### config.mk
export PLATFORM = sky130hd
export DESIGN_NAME = pipeline_ctrl
export DESIGN_NICKNAME = d
export VERILOG_FILES = /design/src/rtl/pipeline_ctrl.sv
export SDC_FILE = /design/constraint.sdc
export NUM_CORES = 1
export LEC_CHECK = 0
export BUFFER_PORTS_ARGS = -buffer_cell sky130_fd_sc_hd__buf_2
export CORE_UTILIZATION = 50
export CTS_BUF_LIST = sky130_fd_sc_hd__clkbuf_16
export DETAILED_ROUTE_END_ITERATION = 10
export GPL_ROUTABILITY_DRIVEN = 1
export GPL_TIMING_DRIVEN = 0
export PLACE_DENSITY = 0.76
export SETUP_SLACK_MARGIN = 0.5
export SYNTH_ARGS = -nofsm -noshare
export SYNTH_HDL_FRONTEND = slang
export SYNTH_SLANG_ARGS = --single-unit
### constraint.sdc
create_clock -name clk -period 2.6 [get_ports clk]
set_input_delay 0.26 -clock clk [delete_from_list [all_inputs] [get_ports clk]]
set_output_delay 0.26 -clock clk [all_outputs]
set_load 0.03 [all_outputs]
### src/rtl/pipeline_ctrl.sv
// Hazard and sequencing controller for the five-stage pipeline: load-use stalls,
// ME-stage redirects, data-memory wait handshake with timeout, and perf counters.
module pipeline_ctrl #(
  parameter int unsigned TIMEOUT = 255
) (
  input  logic        clk,
  input  logic        rst,
  input  logic [4:0]  id_rs1,
  input  logic [4:0]  id_rs2,
  input  logic        id_useRs1,
  input  logic        id_useRs2,
  input  logic [2:0]  ex_readMem,
  input  logic [4:0]  ex_rd,
  input  logic [2:0]  me_readMem,
  input  logic [1:0]  me_writeMem,
  input  logic        me_redirect,
  input  logic        dmem_ack,
  input  logic        perf_clr,
  output logic        dmem_req,
  output logic        pc_stall,
  output logic        if_id_stall,
  output logic        id_ex_stall,
  output logic        ex_me_stall,
  output logic        if_id_flush,
  output logic        id_ex_flush,
  output logic        ex_me_flush,
  output logic        me_wb_flush,
  output logic        mem_err,
  output logic [31:0] stall_cycles,
  output logic [31:0] flush_events
);

  localparam int unsigned CNT_W = 16;
  localparam logic [CNT_W-1:0] WAIT_LAST = CNT_W'(TIMEOUT - 1);

  typedef enum logic {RUN = 1'b0, MEM_WAIT = 1'b1} state_t;

  state_t             state_q, state_d;
  logic [CNT_W-1:0]   wait_q, wait_d;
  logic               mem_access;
  logic               load_use;
  logic               err_set;
  logic               flush_evt;

  assign mem_access = (me_readMem != 3'd0) | (me_writeMem != 2'd0);
  assign load_use   = (ex_readMem != 3'd0) & (ex_rd != 5'd0) &
                      ((id_useRs1 & (id_rs1 == ex_rd)) | (id_useRs2 & (id_rs2 == ex_rd)));

  // State register and wait counter
  always_ff @(posedge clk or negedge rst) begin
    if (!rst) begin
      state_q <= RUN;
      wait_q  <= '0;
    end else begin
      state_q <= state_d;
      wait_q  <= wait_d;
    end
  end

  // Next-state and combinational pipeline controls
  always_comb begin
    state_d     = state_q;
    wait_d      = wait_q;
    dmem_req    = 1'b0;
    pc_stall    = 1'b0;
    if_id_stall = 1'b0;
    id_ex_stall = 1'b0;
    ex_me_stall = 1'b0;
    if_id_flush = 1'b0;
    id_ex_flush = 1'b0;
    ex_me_flush = 1'b0;
    me_wb_flush = 1'b0;
    err_set     = 1'b0;
    flush_evt   = 1'b0;
    case (state_q)
      RUN: begin
        dmem_req = mem_access;
        if (mem_access && !dmem_ack) begin
          state_d     = MEM_WAIT;
          wait_d      = '0;
          pc_stall    = 1'b1;
          if_id_stall = 1'b1;
          id_ex_stall = 1'b1;
          ex_me_stall = 1'b1;
          me_wb_flush = 1'b1;
        end else if (me_redirect) begin
          // Redirect beats load-use: the stalled ID instruction is flushed anyway
          if_id_flush = 1'b1;
          id_ex_flush = 1'b1;
          ex_me_flush = 1'b1;
          flush_evt   = 1'b1;
        end else if (load_use) begin
          pc_stall    = 1'b1;
          if_id_stall = 1'b1;
          id_ex_flush = 1'b1;
        end
      end
      MEM_WAIT: begin
        dmem_req = 1'b1;
        if (dmem_ack) begin
          state_d = RUN;
        end else if (wait_q == WAIT_LAST) begin
          // Abandon the access; keep ME/WB bubbled so nothing writes back
          state_d     = RUN;
          me_wb_flush = 1'b1;
          err_set     = 1'b1;
        end else begin
          wait_d      = wait_q + CNT_W'(1);
          pc_stall    = 1'b1;
          if_id_stall = 1'b1;
          id_ex_stall = 1'b1;
          ex_me_stall = 1'b1;
          me_wb_flush = 1'b1;
        end
      end
      default: state_d = RUN;
    endcase
  end

  // Sticky timeout flag
  always_ff @(posedge clk or negedge rst) begin
    if (!rst) begin
      mem_err <= 1'b0;
    end else if (err_set) begin
      mem_err <= 1'b1;
    end
  end

  // Performance counters; clear wins over increment
  always_ff @(posedge clk or negedge rst) begin
    if (!rst) begin
      stall_cycles <= '0;
      flush_events <= '0;
    end else if (perf_clr) begin
      stall_cycles <= '0;
      flush_events <= '0;
    end else begin
      if (pc_stall)  stall_cycles <= stall_cycles + 32'd1;
      if (flush_evt) flush_events <= flush_events + 32'd1;
    end
  end

endmodule

Yosys cells after proc, flatten, opt, wreduce, memory -nomap -nowiden
Index checks and enable logic that the tools add are counted.
{ "classes": {"addsub": 3, "n_eq_ne": 6, "n_mux": 28, "bitwise_logic": 7, "reduce_logical": 9} }
{ "ops": {"columns": ["operator", "count"], "rows": [
  ["2-to-1 mux 32 bit", 4],
  ["adder 32 x 1 -> 32 bit, second input constant", 2],
  ["2-to-1 mux 16 bit", 3],
  ["case mux 16 bit (2 select lines)", 1],
  ["adder 16 x 1 -> 16 bit, second input constant", 1],
  ["== test 16 x 8 -> 1 bit, second input constant", 1],
  ["2-to-1 mux 1 bit", 16],
  ["== test 5 bit", 2],
  ["case mux 1 bit (2 select lines)", 4],
  ["inequality test 2 bit, second input constant", 3],
  ["nonzero test 2 bit", 3],
  ["nonzero test 3 bit", 2],
  ["nonzero test 5 bit", 1],
  ["AND 1 bit", 4],
  ["AND reduction 3 bit", 1],
  ["OR 1 bit", 2],
  ["logical AND 1 bit", 1],
  ["zero test 1 bit", 1],
  ["inverter 1 bit", 1]
]} }
{ "totals": {"reg_bits": 82, "in_bits": 30, "output_inout_bits": 74, "elab_cells": 58} }

Logic depth before layout (Yosys ltp)
{ "depth": {"depth_word": 10, "depth_mapped": 10, "mapped_depth_nobuf": 9} }

Worst setup path before layout
No wires, ideal clock.
{ "synth_timing": {"kind": "register to output", "startpoint": "register wait_q[12]", "endpoint": "output port pc_stall", "t_arrival_ns": 2.389, "t_required_ns": 2.340, "slack_ns": -0.049, "stages_incl_launch_ff": 8, "path_buffers": 1, "path_cell_list": "dfrtp_1 -> or4_4 -> or4_4 -> o21ai_4 -> inv_2 -> a31oi_4 -> inv_1 -> buf_4"} }
{ "synth_via": {"elab_chain_len": 4} }
{ "synth_lines": {"columns": ["element", "line_no", "source"], "rows": [
  ["start: declaration", "39", "logic [CNT_W-1:0] wait_q, wait_d;"],
  ["start signal: assignment", "56", "wait_q <= wait_d;"],
  ["== test 16 x 8 -> 1 bit", "102", "end else if (wait_q == WAIT_LAST) begin"],
  ["2-to-1 mux 1 bit (2 in series)", null, null],
  ["case mux 1 bit (2 select lines)", null, null],
  ["end: declaration", "20", "output logic pc_stall,"]
]} }
No other way between the ends.

Worst setup path in the final report
{ "layout_timing": {"startpoint": "register wait_q[14]", "endpoint": "output port pc_stall"} }
{ "layout_via": {"elab_chain_len": 4} }
{ "layout_lines": {"columns": ["element", "line_no", "source"], "rows": [
  ["== test 16 x 8 -> 1 bit", "102", null],
  ["2-to-1 mux 1 bit", "102", null],
  ["2-to-1 mux 1 bit", "100", "if (dmem_ack) begin"],
  ["case mux 1 bit (2 select lines)", "75", "case (state_q)"]
]} }
No other way between the ends.

==> results.sh <==
export IMPL_status="finished, violations left"
export IMPL_violations="negative setup slack"
export IMPL_synth_flop_cell="dfrtp_1"
export IMPL_io_pins=104
export IMPL_drc=0
export IMPL_cts_buffers=9
export IMPL_fillCellCount=572
export IMPL_drive_gt1_share_pct=44.6
export IMPL_drt_iter0_markers=221
export IMPL_hpwl_um=7940
export IMPL_initial_utilization_pct=52.9
export IMPL_tns_ns=-3.05
export IMPL_grt_pass1_vias=4235
export IMPL_clock_path_buffers=2
export IMPL_crit_path_start_kind="flip-flop"
export IMPL_hold_slack_ns=0.301
export IMPL_end_kind="output port"
export IMPL_fin_ws_ns=-0.177
export IMPL_combPwrFrac_pct=8.9
export IMPL_die_x_um=96.2
export IMPL_clk_latency_ns=0.34
export IMPL_drv_cap=0
export IMPL_required_ns=2.34
export IMPL_layout_common_cells="buf_2 (99), dfrtp_1 (62), nor2_1 (41)"
export IMPL_worstPathCellList="or4_4, or4_4, o21ai_4, inv_4, a31oi_4, inv_4, buf_6, buf_6"
export IMPL_crit_slowest_cell="or4_4"
export IMPL_rsz0062_at_grt="true"
export IMPL_yosys_warnings=0
export IMPL_place_inst=690
export IMPL_final_max_slew_viol_count=0
export IMPL_slowest_delay_ns=0.55
export IMPL_vias=4514
export IMPL_grt_usage_pct=28.9
export IMPL_finClkSkew_ns=0.00931
export IMPL_crit_arrival_ns=2.52
export IMPL_placementRows=33
export IMPL_port_buffers=103
export IMPL_cts_root_buf="clkbuf_16"
export IMPL_max_freq_ghz=0.360
export IMPL_seqCellArea_mm2=0.00208
export IMPL_clkSlewWorstSetupHoldPaths_ns=0.06
export IMPL_p_switching_uw=684
export IMPL_final_nets=686
export IMPL_power_leakage_uw=0.00284
export IMPL_hp_class="in2reg"
export IMPL_dieArea_mm2=0.00925
export IMPL_antenna_cells=0
export IMPL_intPower_uw=2110
export IMPL_synth_cell_types=47
export IMPL_hold_viol=0
export IMPL_stdcell_area_mm2=0.00645
export IMPL_synth_area_mm2=0.00443
export IMPL_p_clk_share_pct=44.3
export IMPL_antenna_found_initial=0
export IMPL_min_period_ns=2.78
export IMPL_async_reset_ff_share_pct=100
export IMPL_overflow=0
export IMPL_criticalPathCategory="reg2out"
export IMPL_irDropWorstVdd_mv=0.349
export IMPL_syn_to_final_growth_pct=45.5
export IMPL_core_mm2=0.00838
export IMPL_ant_nets=0
export IMPL_cts_tree="yes"
export IMPL_multiInputGateArea_mm2=0.00259
export IMPL_place_congestion=0.845
export IMPL_synth_edf_count=0
export IMPL_grt_max_degree=57
export IMPL_min_period_over_period_pct=107
export IMPL_syn_num_nets=515
export IMPL_wire_per_inst_um=17.7
export IMPL_cts_sinks=82
export IMPL_drtPass1Iterations=5
export IMPL_seq_power_share_pct=46.8
export IMPL_syn_avg_cell_area_um2=9.22
export IMPL_grt_pass1_wl_um=20200
export IMPL_mostFrequentLayoutCell="buf_2"
export IMPL_syn_inst=481
export IMPL_synth_seq_cells=82
export IMPL_setup_viol_count_final=34
export IMPL_fin_cells=762
export IMPL_crit_path_max_fanout=2
export IMPL_ys_seq_area_share_pct=46.3
export IMPL_ctsHtreeMaxLevel=3
export IMPL_p_per_area_mw_per_mm2=434
export IMPL_worst_pin_slew_ns=0.702
export IMPL_vias_per_cell=5.92
export IMPL_p_sw_share_pct=24.5
export IMPL_drt_wl_total_um=13500
export IMPL_die_h_um=96.2
export IMPL_relSlewSlack_pct=53.2
export IMPL_placed_area_mm2=0.00519
[logic make-up after synthesis]
kind of cell	count (synthesis)	share of synthesized area, %
AND/OR/NAND/NOR	208	26.1
AO/OA/AOI/OAI	103	13.4
flip-flops	82	46.3
XOR/XNOR	42	8.30
buffers and inverters	39	4.09
adder cells (fa/ha/maj)	4	1.13
multiplexers	3	0.706
[power by group through the flow]
stage / Sequential (uW) / Combinational, uW / Clock [uW]
after floorplan: 1330 / 103 / 0
after global placement: 1330 / 196 / 0
after detailed placement: 1330 / 208 / 0
after CTS: 1310 / 227 / 1250
after global routing: 1310 / 273 / 1300
final: 1310 / 248 / 1240
[stage by stage]
stage | worst slack [ns] | utilization, % | power (uW)
2_1_floorplan | 0.0721 | - | 1440
3_3_place_gp | -0.0479 | 61.5 | 1520
3_5_place_dp | -0.0961 | 61.9 | 1540
4_1_cts | -0.204 | 71.5 | 2780
5_1_grt | -0.232 | 77.0 | 2880
6_report | -0.177 | 77.0 | 2800
[registers in the layout (all words and copies together) (netlist names)]
| name | count |
|---|---|
| flush_events | 32 |
| mem_err | 1 |
| stall_cycles | 32 |
| state_q | 1 |
| wait_q | 16 |
[worst max-delay path: cells and delay by family, from the launching register on]
family	cells	cell delay, ns
compound gates	2	0.38
buf+inv	4	0.33
flops	1	0.39
simple gates	2	1.08
[worst paths after layout]
path,startpoint,endpoint,slack (ns),cells after the start
max,wait_q[14]$_DFFE_PN0P_,pc_stall,-0.18,8
min,perf_clr,stall_cycles[31]$_DFFE_PN0P_,0.30,3
max reg2reg,wait_q[14]$_DFFE_PN0P_,stall_cycles[6]$_DFFE_PN0P_,-0.13,14
min reg2reg,mem_err$_DFFE_PN0P_,mem_err$_DFFE_PN0P_,0.50,1
max in group asynchronous,rst,flush_events[3]$_DFFE_PN0P_,1.58,3
min in group asynchronous,rst,stall_cycles[21]$_DFFE_PN0P_,0.40,2
[cells in the mapped netlist (3+ instances only)]
cell type | number | area, um2
dfrtp_1 | 82 | 2050
a21oi_1 | 47 | 235
nor2_1 | 41 | 154
o21ai_0 | 37 | 185
or3_1 | 37 | 231
nand2_1 | 32 | 120
xor2_1 | 24 | 210
nand4_1 | 23 | 144
nand3_1 | 19 | 95.1
xnor2_1 | 18 | 158
and3_1 | 17 | 106
inv_1 | 15 | 56.3
clkbuf_1 | 10 | 37.5
or4_1 | 10 | 75.1
o31ai_1 | 7 | 52.6
and4_1 | 5 | 43.8
nor3_1 | 5 | 25.0
buf_4 | 4 | 30.0
ha_1 | 4 | 50.1
buf_2 | 3 | 15.0
inv_2 | 3 | 11.3
[metal layers]
metal	track usage [%]	share of wire, %	routed length, um	vias up
li1	-	-	-	2079
met1	37.7	41	5590	2243
met2	48.6	51	6810	165
met3	4.34	5.8	777	27
met4	10.4	2.2	296	0
met5	0	0	0	-
[timing repair]
item / CTS / global route
hold buffers: 1 / 0
cloned: 2 / 0
buffers inserted: 37 / 16
endpoints found under the hold margin: 26 / 0
resized for setup: 49 / 81
pin swaps: 31 / 34
endpoints found under the setup margin: 70 / 71
[area by class of cell]
type | instances | share of cell area (%)
plain buffers | 21 | 2.50
well taps | 105 | 2.04
repair buffers | 160 | 17.5
inverters | 18 | 1.16
flip-flops and latches | 82 | 32.2
multi-input cells | 360 | 40.1
clock buffers | 9 | 3.49
clock inverters | 7 | 0.970
No activity file was read; power rests on OpenSTA's default activity.
